## config.mk

```make
export PLATFORM = sky130hd
export DESIGN_NAME = ram_port_arbiter_flat
export DESIGN_NICKNAME = d
export VERILOG_FILES = /design/src/rtl/ram_port_arbiter_pkg.sv /design/src/rtl/ram_port_arbiter_if.sv /design/src/rtl/ram_arb_sat_ctr.sv /design/src/rtl/ram_port_arbiter.sv /design/src/flat_wrapper.sv
export SDC_FILE = /design/constraint.sdc
export NUM_CORES = 1
export LEC_CHECK = 0
export CAP_MARGIN = 20
export CORE_AREA = 2 2 115 117
export CTS_BUF_LIST = sky130_fd_sc_hd__clkbuf_8
export DETAILED_ROUTE_END_ITERATION = 7
export DIE_AREA = 0 0 117 119
export GPL_ROUTABILITY_DRIVEN = 0
export PLACE_DENSITY = 0.78
export SETUP_SLACK_MARGIN = 0.2
export SLEW_MARGIN = 20
export SYNTH_ARGS = -nofsm -noshare
export SYNTH_HDL_FRONTEND = slang
export SYNTH_SLANG_ARGS = --single-unit
```

## constraint.sdc

```tcl
create_clock -name okClk -period 3.11 [get_ports okClk]
set_clock_uncertainty 0.05 [all_clocks]
set_input_delay 0.4665 -clock okClk [delete_from_list [all_inputs] [get_ports okClk]]
set_output_delay 0.4665 -clock okClk [all_outputs]
set_load 0.03 [all_outputs]
```

## src/rtl/ram_port_arbiter_pkg.sv

```systemverilog
// Shared types and default sizing for the RAM port arbiter.
package ram_port_arbiter_pkg;

  localparam int unsigned DEF_ADDR_W    = 10;
  localparam int unsigned DEF_DATA_W    = 32;
  localparam int unsigned DEF_BURST_LEN = 8;
  localparam int unsigned HOST_ADDR_W   = 32;
  localparam int unsigned BEAT_W        = 8;
  localparam int unsigned STALL_W       = 16;

  typedef enum logic [1:0] {
    IDLE     = 2'd0,
    WR_BURST = 2'd1,
    RD_BURST = 2'd2
  } arb_state_e;

endpackage

```

## src/rtl/ram_port_arbiter_if.sv

```systemverilog
// Host, write-requester, read-requester, RAM and stall-stat signals of the arbiter.
interface ram_port_arbiter_if
  import ram_port_arbiter_pkg::*;
#(
  parameter int unsigned ADDR_W = DEF_ADDR_W,
  parameter int unsigned DATA_W = DEF_DATA_W
);

  logic                   reg_write;
  logic                   reg_read;
  logic [HOST_ADDR_W-1:0] reg_address;
  logic [DATA_W-1:0]      reg_write_data;
  logic [DATA_W-1:0]      reg_read_data;

  logic                   wr_req;
  logic [ADDR_W-1:0]      wr_addr;
  logic [DATA_W-1:0]      wr_data;
  logic                   wr_gnt;

  logic                   rd_req;
  logic [ADDR_W-1:0]      rd_addr;
  logic                   rd_gnt;
  logic [DATA_W-1:0]      rd_data;
  logic                   rd_valid;

  logic                   ram_we;
  logic                   ram_re;
  logic [ADDR_W-1:0]      ram_addr;
  logic [DATA_W-1:0]      ram_wdata;
  logic [DATA_W-1:0]      ram_rdata;

  logic [STALL_W-1:0]     wr_stall_cnt;
  logic [STALL_W-1:0]     rd_stall_cnt;

  // Arbiter side.
  modport master (
    input  reg_write, reg_read, reg_address, reg_write_data,
    input  wr_req, wr_addr, wr_data,
    input  rd_req, rd_addr,
    input  ram_rdata,
    output reg_read_data, wr_gnt, rd_gnt, rd_data, rd_valid,
    output ram_we, ram_re, ram_addr, ram_wdata,
    output wr_stall_cnt, rd_stall_cnt
  );

  // Host / requester / RAM side.
  modport slave (
    output reg_write, reg_read, reg_address, reg_write_data,
    output wr_req, wr_addr, wr_data,
    output rd_req, rd_addr,
    output ram_rdata,
    input  reg_read_data, wr_gnt, rd_gnt, rd_data, rd_valid,
    input  ram_we, ram_re, ram_addr, ram_wdata,
    input  wr_stall_cnt, rd_stall_cnt
  );

endinterface

```

## src/rtl/ram_arb_sat_ctr.sv

```systemverilog
// 16-bit saturating event counter used for requester stall statistics.
module ram_arb_sat_ctr
  import ram_port_arbiter_pkg::*;
(
  input  logic               clk,
  input  logic               rst,
  input  logic               inc,
  output logic [STALL_W-1:0] cnt
);

  always_ff @(posedge clk or posedge rst) begin
    if (rst) begin
      cnt <= '0;
    end else if (inc && (cnt != '1)) begin
      cnt <= cnt + STALL_W'(1);
    end
  end

endmodule

```

## src/rtl/ram_port_arbiter.sv

```systemverilog
// Single-port RAM arbiter: host has absolute priority, writer/reader share bursts round-robin.
// Define ARB_STATS_EN to build the requester stall counters.
module ram_port_arbiter
  import ram_port_arbiter_pkg::*;
#(
  parameter int unsigned ADDR_W    = DEF_ADDR_W,
  parameter int unsigned DATA_W    = DEF_DATA_W,
  parameter int unsigned BURST_LEN = DEF_BURST_LEN
)(
  input  logic               okClk,
  input  logic               reset,
  ram_port_arbiter_if.master bus
);

  localparam logic [BEAT_W-1:0] LAST_BEAT = BEAT_W'(BURST_LEN);

  arb_state_e        state;
  logic [BEAT_W-1:0] beat_cnt;
  logic [BEAT_W-1:0] beat_nxt;
  logic              last_rd;

  logic              host_act;
  logic              host_wr;
  logic              host_rd;
  logic              pick_wr;
  logic              pick_rd;
  logic              wr_gnt;
  logic              rd_gnt;

  logic              host_rd_q;
  logic [DATA_W-1:0] host_rdata_q;
  logic              rd_valid_q;

  logic              addr_hi_unused;

  assign addr_hi_unused = ^bus.reg_address[HOST_ADDR_W-1:ADDR_W];

  // Grant decision: host pre-empts, IDLE picks round-robin, bursts only serve their owner.
  always_comb begin
    host_wr  = bus.reg_write;
    host_rd  = bus.reg_read & ~bus.reg_write;
    host_act = bus.reg_write | bus.reg_read;
    pick_wr  = bus.wr_req & (~bus.rd_req | last_rd);
    pick_rd  = bus.rd_req & (~bus.wr_req | ~last_rd);
    beat_nxt = beat_cnt + BEAT_W'(1);
    wr_gnt   = 1'b0;
    rd_gnt   = 1'b0;
    if (!reset && !host_act) begin
      case (state)
        IDLE: begin
          wr_gnt = pick_wr;
          rd_gnt = pick_rd;
        end
        WR_BURST: wr_gnt = bus.wr_req;
        RD_BURST: rd_gnt = bus.rd_req;
        default: begin
          wr_gnt = 1'b0;
          rd_gnt = 1'b0;
        end
      endcase
    end
  end

  assign bus.wr_gnt    = wr_gnt;
  assign bus.rd_gnt    = rd_gnt;
  assign bus.ram_we    = ~reset & (host_wr | wr_gnt);
  assign bus.ram_re    = ~reset & (host_rd | rd_gnt);
  assign bus.ram_addr  = host_act ? bus.reg_address[ADDR_W-1:0]
                       : (rd_gnt ? bus.rd_addr : bus.wr_addr);
  assign bus.ram_wdata = host_wr ? bus.reg_write_data : bus.wr_data;

  // Burst FSM; the first beat is granted from IDLE so bursts run back to back.
  always_ff @(posedge okClk or posedge reset) begin
    if (reset) begin
      state    <= IDLE;
      beat_cnt <= '0;
      last_rd  <= 1'b1;
    end else begin
      case (state)
        IDLE: begin
          if (wr_gnt || rd_gnt) begin
            if (beat_nxt == LAST_BEAT) begin
              last_rd <= rd_gnt;
            end else begin
              state    <= wr_gnt ? WR_BURST : RD_BURST;
              beat_cnt <= beat_nxt;
            end
          end
        end
        WR_BURST: begin
          if (!bus.wr_req || (wr_gnt && (beat_nxt == LAST_BEAT))) begin
            state    <= IDLE;
            beat_cnt <= '0;
            last_rd  <= 1'b0;
          end else if (wr_gnt) begin
            beat_cnt <= beat_nxt;
          end
        end
        RD_BURST: begin
          if (!bus.rd_req || (rd_gnt && (beat_nxt == LAST_BEAT))) begin
            state    <= IDLE;
            beat_cnt <= '0;
            last_rd  <= 1'b1;
          end else if (rd_gnt) begin
            beat_cnt <= beat_nxt;
          end
        end
        default: begin
          state    <= IDLE;
          beat_cnt <= '0;
        end
      endcase
    end
  end

  // Read-return tracking for host and reader.
  always_ff @(posedge okClk or posedge reset) begin
    if (reset) begin
      host_rd_q    <= 1'b0;
      host_rdata_q <= '0;
      rd_valid_q   <= 1'b0;
    end else begin
      host_rd_q  <= host_rd;
      rd_valid_q <= rd_gnt;
      if (host_rd_q) begin
        host_rdata_q <= bus.ram_rdata;
      end
    end
  end

  // Host read data appears the cycle after the read, then is held until the next one.
  assign bus.reg_read_data = host_rd_q ? bus.ram_rdata : host_rdata_q;
  assign bus.rd_valid      = rd_valid_q;
  assign bus.rd_data       = rd_valid_q ? bus.ram_rdata : '0;

`ifdef ARB_STATS_EN
  logic [STALL_W-1:0] wr_stall;
  logic [STALL_W-1:0] rd_stall;

  ram_arb_sat_ctr u_wr_stall (
    .clk (okClk),
    .rst (reset),
    .inc (bus.wr_req & ~wr_gnt),
    .cnt (wr_stall)
  );

  ram_arb_sat_ctr u_rd_stall (
    .clk (okClk),
    .rst (reset),
    .inc (bus.rd_req & ~rd_gnt),
    .cnt (rd_stall)
  );

  assign bus.wr_stall_cnt = wr_stall;
  assign bus.rd_stall_cnt = rd_stall;
`else
  assign bus.wr_stall_cnt = '0;
  assign bus.rd_stall_cnt = '0;
`endif

endmodule

```

## src/flat_wrapper.sv

```systemverilog
// flat-port wrapper written by rule: the top's interface ports become plain ports
module ram_port_arbiter_flat import ram_port_arbiter_pkg::*;
#(
  parameter int unsigned ADDR_W    = DEF_ADDR_W,
  parameter int unsigned DATA_W    = DEF_DATA_W,
  parameter int unsigned BURST_LEN = DEF_BURST_LEN
)
  (okClk, reset, bus_reg_write, bus_reg_read, bus_reg_address, bus_reg_write_data, bus_wr_req, bus_wr_addr, bus_wr_data, bus_rd_req, bus_rd_addr, bus_ram_rdata, bus_reg_read_data, bus_wr_gnt, bus_rd_gnt, bus_rd_data, bus_rd_valid, bus_ram_we, bus_ram_re, bus_ram_addr, bus_ram_wdata, bus_wr_stall_cnt, bus_rd_stall_cnt);
  ram_port_arbiter_if #(.ADDR_W(ADDR_W), .DATA_W(DATA_W)) bus_i ();
  input  logic okClk;
  input  logic reset;
  input wire logic [$bits(bus_i.reg_write)-1:0] bus_reg_write;
  input wire logic [$bits(bus_i.reg_read)-1:0] bus_reg_read;
  input wire logic [$bits(bus_i.reg_address)-1:0] bus_reg_address;
  input wire logic [$bits(bus_i.reg_write_data)-1:0] bus_reg_write_data;
  input wire logic [$bits(bus_i.wr_req)-1:0] bus_wr_req;
  input wire logic [$bits(bus_i.wr_addr)-1:0] bus_wr_addr;
  input wire logic [$bits(bus_i.wr_data)-1:0] bus_wr_data;
  input wire logic [$bits(bus_i.rd_req)-1:0] bus_rd_req;
  input wire logic [$bits(bus_i.rd_addr)-1:0] bus_rd_addr;
  input wire logic [$bits(bus_i.ram_rdata)-1:0] bus_ram_rdata;
  output wire logic [$bits(bus_i.reg_read_data)-1:0] bus_reg_read_data;
  output wire logic [$bits(bus_i.wr_gnt)-1:0] bus_wr_gnt;
  output wire logic [$bits(bus_i.rd_gnt)-1:0] bus_rd_gnt;
  output wire logic [$bits(bus_i.rd_data)-1:0] bus_rd_data;
  output wire logic [$bits(bus_i.rd_valid)-1:0] bus_rd_valid;
  output wire logic [$bits(bus_i.ram_we)-1:0] bus_ram_we;
  output wire logic [$bits(bus_i.ram_re)-1:0] bus_ram_re;
  output wire logic [$bits(bus_i.ram_addr)-1:0] bus_ram_addr;
  output wire logic [$bits(bus_i.ram_wdata)-1:0] bus_ram_wdata;
  output wire logic [$bits(bus_i.wr_stall_cnt)-1:0] bus_wr_stall_cnt;
  output wire logic [$bits(bus_i.rd_stall_cnt)-1:0] bus_rd_stall_cnt;
  assign bus_i.reg_write = bus_reg_write;
  assign bus_i.reg_read = bus_reg_read;
  assign bus_i.reg_address = bus_reg_address;
  assign bus_i.reg_write_data = bus_reg_write_data;
  assign bus_i.wr_req = bus_wr_req;
  assign bus_i.wr_addr = bus_wr_addr;
  assign bus_i.wr_data = bus_wr_data;
  assign bus_i.rd_req = bus_rd_req;
  assign bus_i.rd_addr = bus_rd_addr;
  assign bus_i.ram_rdata = bus_ram_rdata;
  assign bus_reg_read_data = bus_i.reg_read_data;
  assign bus_wr_gnt = bus_i.wr_gnt;
  assign bus_rd_gnt = bus_i.rd_gnt;
  assign bus_rd_data = bus_i.rd_data;
  assign bus_rd_valid = bus_i.rd_valid;
  assign bus_ram_we = bus_i.ram_we;
  assign bus_ram_re = bus_i.ram_re;
  assign bus_ram_addr = bus_i.ram_addr;
  assign bus_ram_wdata = bus_i.ram_wdata;
  assign bus_wr_stall_cnt = bus_i.wr_stall_cnt;
  assign bus_rd_stall_cnt = bus_i.rd_stall_cnt;
  ram_port_arbiter #(.ADDR_W(ADDR_W), .DATA_W(DATA_W), .BURST_LEN(BURST_LEN)) u_core (.okClk(okClk), .reset(reset), .bus(bus_i));
endmodule
```

==> flow_summary.toml <==
[sta]
setup_slack_ns = 0.236
tns_ns = 0
period_minus_slack_ns = 2.87
setup_viol = 0
hold_violations = 0
fin_crit_sh = 0.924
grt_setup_unrepaired = "yes"
fmax_ghz = 0.348
worstMarginPinSlew_ns = 0.761
slew_headroom = 0.493
slew_violations = 0

[clocking]
max-clock-path-buffers = 2
clkTransAtPathRegs_ns = 0.08
htreeDepth = 2
tritoncts = "done"
numClockSinks = 45
clk_latency_ns = 0.29
cts-buffers-inserted = 5
cts-root-buf = "clkbuf_8"

[drt]
route.detailed.drc = 0
vias_per_cell = 4.35
vias = 3177
wl_um = 11500
drt_pass1_iterations = 4
drt_iter0_drc = 189
drt-wirelength-per-cell_um = 15.8
final_antenna_net_count = 0

[status]
status = "finished clean"

[yosys]
ys_seq_area_frac = 0.361
synth_top_area_frac = 0.352
ys_warn_count = 0
syn_inst = 304
synth-seq-cells = 45
netlist_area_um2 = 3130
syn_avg_cell_area_um2 = 10.3
synth_top_area_cell = "dfrtp_1"
ys_types = 41
synthTopCellsByArea = "dfrtp_1 (35%), mux2_2 (23%), buf_4 (7.7%)"

[cells_and_area]
n_fill_cell = 1201
diodes = 0
area_growth_pct = 86.9
fin_nets = 713
drive_gt1_frac = 0.231

[floorplanning]
core_um2 = 12900
ioPinCount = 297
die_h_um = 119
die_x_um = 117
row_count = 42
die_area_um2 = 13900
start_util = 0.243

[place]
post-dp-hpwl_um = 9670
io_buffer_count = 242
pre_cts_slack_ns = -0.260

[global_routing]
gr-total-overflow = 0
grt_pass1_wl_um = 17100
gr-usage-all-layers = 0.158
antenna_found_initial = 0
grt_max_degree = 34
grt_pass1_vias = 3366

[job]
drv_cap = 0

[worst_hold_path]
worstHoldEndpoint = "u_core.host_rdata_q[7]$_DFF_PP0_"
worstHoldPathCells = 1
worstHoldStart = "u_core.host_rdata_q[7]$_DFF_PP0_"
hold_class = "reg -> reg"

[power]
sequentialPowerShare = 0.310
internal_power_uw = 1470
irDropWorstVdd_mv = 0.156
p_comb_frac = 0.540
p_per_area_nw_per_um2 = 415
p_switching_uw = 954
p_clk_frac = 0.151
p_leak_uw = 0.00244
swShare = 0.394

[worst_setup_path]
end_kind = "primary output"
crit_fanout = 24
worstPathCellList = "clkdlybuf4s50_1, buf_4, mux2_2, clkdlybuf4s50_1"
slowest_stage = "clkdlybuf4s50_1"
r2r_start = "u_core.beat_cnt[0]$_DFFE_PP0P_"
critPathArrivalTime_ns = 2.36
r2r_cells = 6
r2r-end = "u_core.beat_cnt[3]$_DFFE_PP0P_"
crit_type = "in -> out"
rrSetupSlack_ns = 0.63
path_buf_inv = 3
startpoint_type = "input pin"
crit_top_cell = "clkdlybuf4s50_1"
crit_family = "buffers and inverters"
crit_required_ns = 2.59
max_stage_delay_ns = 0.60
-- layer usage --
| layer | part of all wire | global-route usage | wire, µm | vias up |
|---|---|---|---|---|
| met5 | 0 | 0 | 0 | - |
| met4 | 0.024 | 0.0493 | 273 | 0 |
| met3 | 0.10 | 0.0534 | 1160 | 18 |
| met2 | 0.51 | 0.287 | 5900 | 199 |
| met1 | 0.36 | 0.171 | 4200 | 1461 |
| li1 | - | - | - | 1499 |
-- final cells by class --
| cell class | count | area [µm²] | area share |
|---|---|---|---|
| Tap cell | 176 | 220 | 0.0377 |
| Timing Repair Buffer | 260 | 2560 | 0.438 |
| Sequential cell | 45 | 1130 | 0.193 |
| Multi-Input combinational cell | 236 | 1820 | 0.312 |
| Clock buffer | 5 | 68.8 | 0.0118 |
| Inverter | 6 | 22.5 | 0.00386 |
| Clock inverter | 3 | 21.3 | 0.00364 |
-- metrics by stage --
step / util / power, µW / instances / hold slack, ns / instance area (µm²)
after floorplan: - / 1540 / 335 / 0.477 / 3240
after global placement: 0.444 / 2040 / 722 / 0.429 / 5720
after detailed placement: 0.444 / 2070 / 722 / 0.436 / 5720
after CTS: 0.452 / 2440 / 730 / 0.457 / 5820
after global routing: 0.454 / 2560 / 731 / 0.468 / 5840
final: 0.454 / 2420 / 731 / 0.447 / 5840
-- layout by cell type, fill, tap and decap left out, types with 3 or more instances in the layout --
master	netlist	layout
clkdlybuf4s50_1	0	216
mux2_2	65	65
conb_1	1	32
clkbuf_2	0	4
o21ai_0	4	4
nor2b_1	9	9
a21o_1	4	4
and2_1	34	34
mux2i_1	3	3
nand2_1	11	11
a21oi_1	5	5
nor3_1	6	4
a211o_1	5	5
nand3_1	7	7
buf_4	32	30
buf_12	0	5
clkbuf_8	0	5
inv_1	6	5
ha_1	5	5
dfrtp_1	44	44
nor2_1	14	12
a221o_1	9	9
-- flip-flops by register name, indices dropped and copies added (netlist names) --
name and flops:
u_core.last_rd 1, u_core.bus.rd_valid 1, u_core.host_rd_q 1, u_core.host_rdata_q 32, u_core.state 2, u_core.beat_cnt 8
-- what timing repair did --
action / 4_1_cts / 5_1_grt
gates resized for setup: 19 / 8
setup endpoints to repair: 10 / 11
hold buffers: 0 / 0
cloned: 0 / 0
pin swaps: 0 / 1
buffers inserted: 0 / 1
-- how the worst max path moves through the flow --
stage | from | endpoint | slack, ns | depth (start not counted)
finish | bus_reg_write | bus_ram_wdata[14] | 0.24 | 4
CTS | reset | bus_ram_addr[7] | 0.21 | 7
detailed placement | bus_reg_write | bus_ram_addr[7] | -0.26 | 7
floorplan | bus_reg_write | bus_ram_addr[2] | 0.42 | 7
global route | reset | bus_ram_addr[4] | 0.17 | 8
global placement | bus_reg_write | bus_ram_addr[0] | -0.66 | 7
-- cells by family (layout without fill, tap and decap cells) --
kind of cell | after synthesis | count (layout) | share of synthesized area
xor gates and xnor gates | 1 | 1 | 0.00280
DFF | 45 | 45 | 0.361
other | 1 | 32 | 0.00120
muxes | 69 | 69 | 0.249
AOI/OAI and AO/OA | 39 | 39 | 0.104
and+or+nand+nor | 90 | 90 | 0.159
buffers and inverters | 54 | 274 | 0.104
adders and majority gates | 5 | 5 | 0.0200
-- power groups by stage --
stage / clock, µW / combinational, µW / sequential, µW
floorplan: 0 / 800 / 739
global placement: 0 / 1280 / 758
detailed placement: 0 / 1300 / 763
CTS: 385 / 1300 / 751
global route: 408 / 1390 / 766
finish: 365 / 1310 / 750
-- worst register-to-register path, stage by stage, from the launching register on --
cell and delay, ns:
dfrtp_1 0.42, ha_1 0.27, or3_1 0.40, a211o_1 0.33, a211oi_4 0.42, nor2_1 0.17
a221o_1 0.31
-- Yosys cell counts, drive strengths merged --
| cell | n |
|---|---|
| xor2 | 1 |
| ha | 5 |
| dfrtp | 44 |
| and2 | 34 |
| a21oi | 5 |
| a22oi | 2 |
| mux2 | 66 |
| a211oi | 2 |
| o211ai | 1 |
| nand4 | 1 |
| o311ai | 1 |
| a22o | 3 |
| buf | 37 |
| mux2i | 3 |
| nor2b | 9 |
| clkbuf | 11 |
| a31oi | 1 |
| o21ai | 4 |
| or4b | 1 |
| nand2b | 1 |
| nand3 | 7 |
| a221o | 9 |
| a211o | 5 |
| or3 | 3 |
| nor2 | 14 |
| nor3 | 6 |
| nand2 | 11 |
| and4b | 1 |
| o22a | 1 |
| dfstp | 1 |
| inv | 6 |
| a21o | 5 |
| nor3b | 2 |
| conb | 1 |
(Power assumes the default switching activity.)
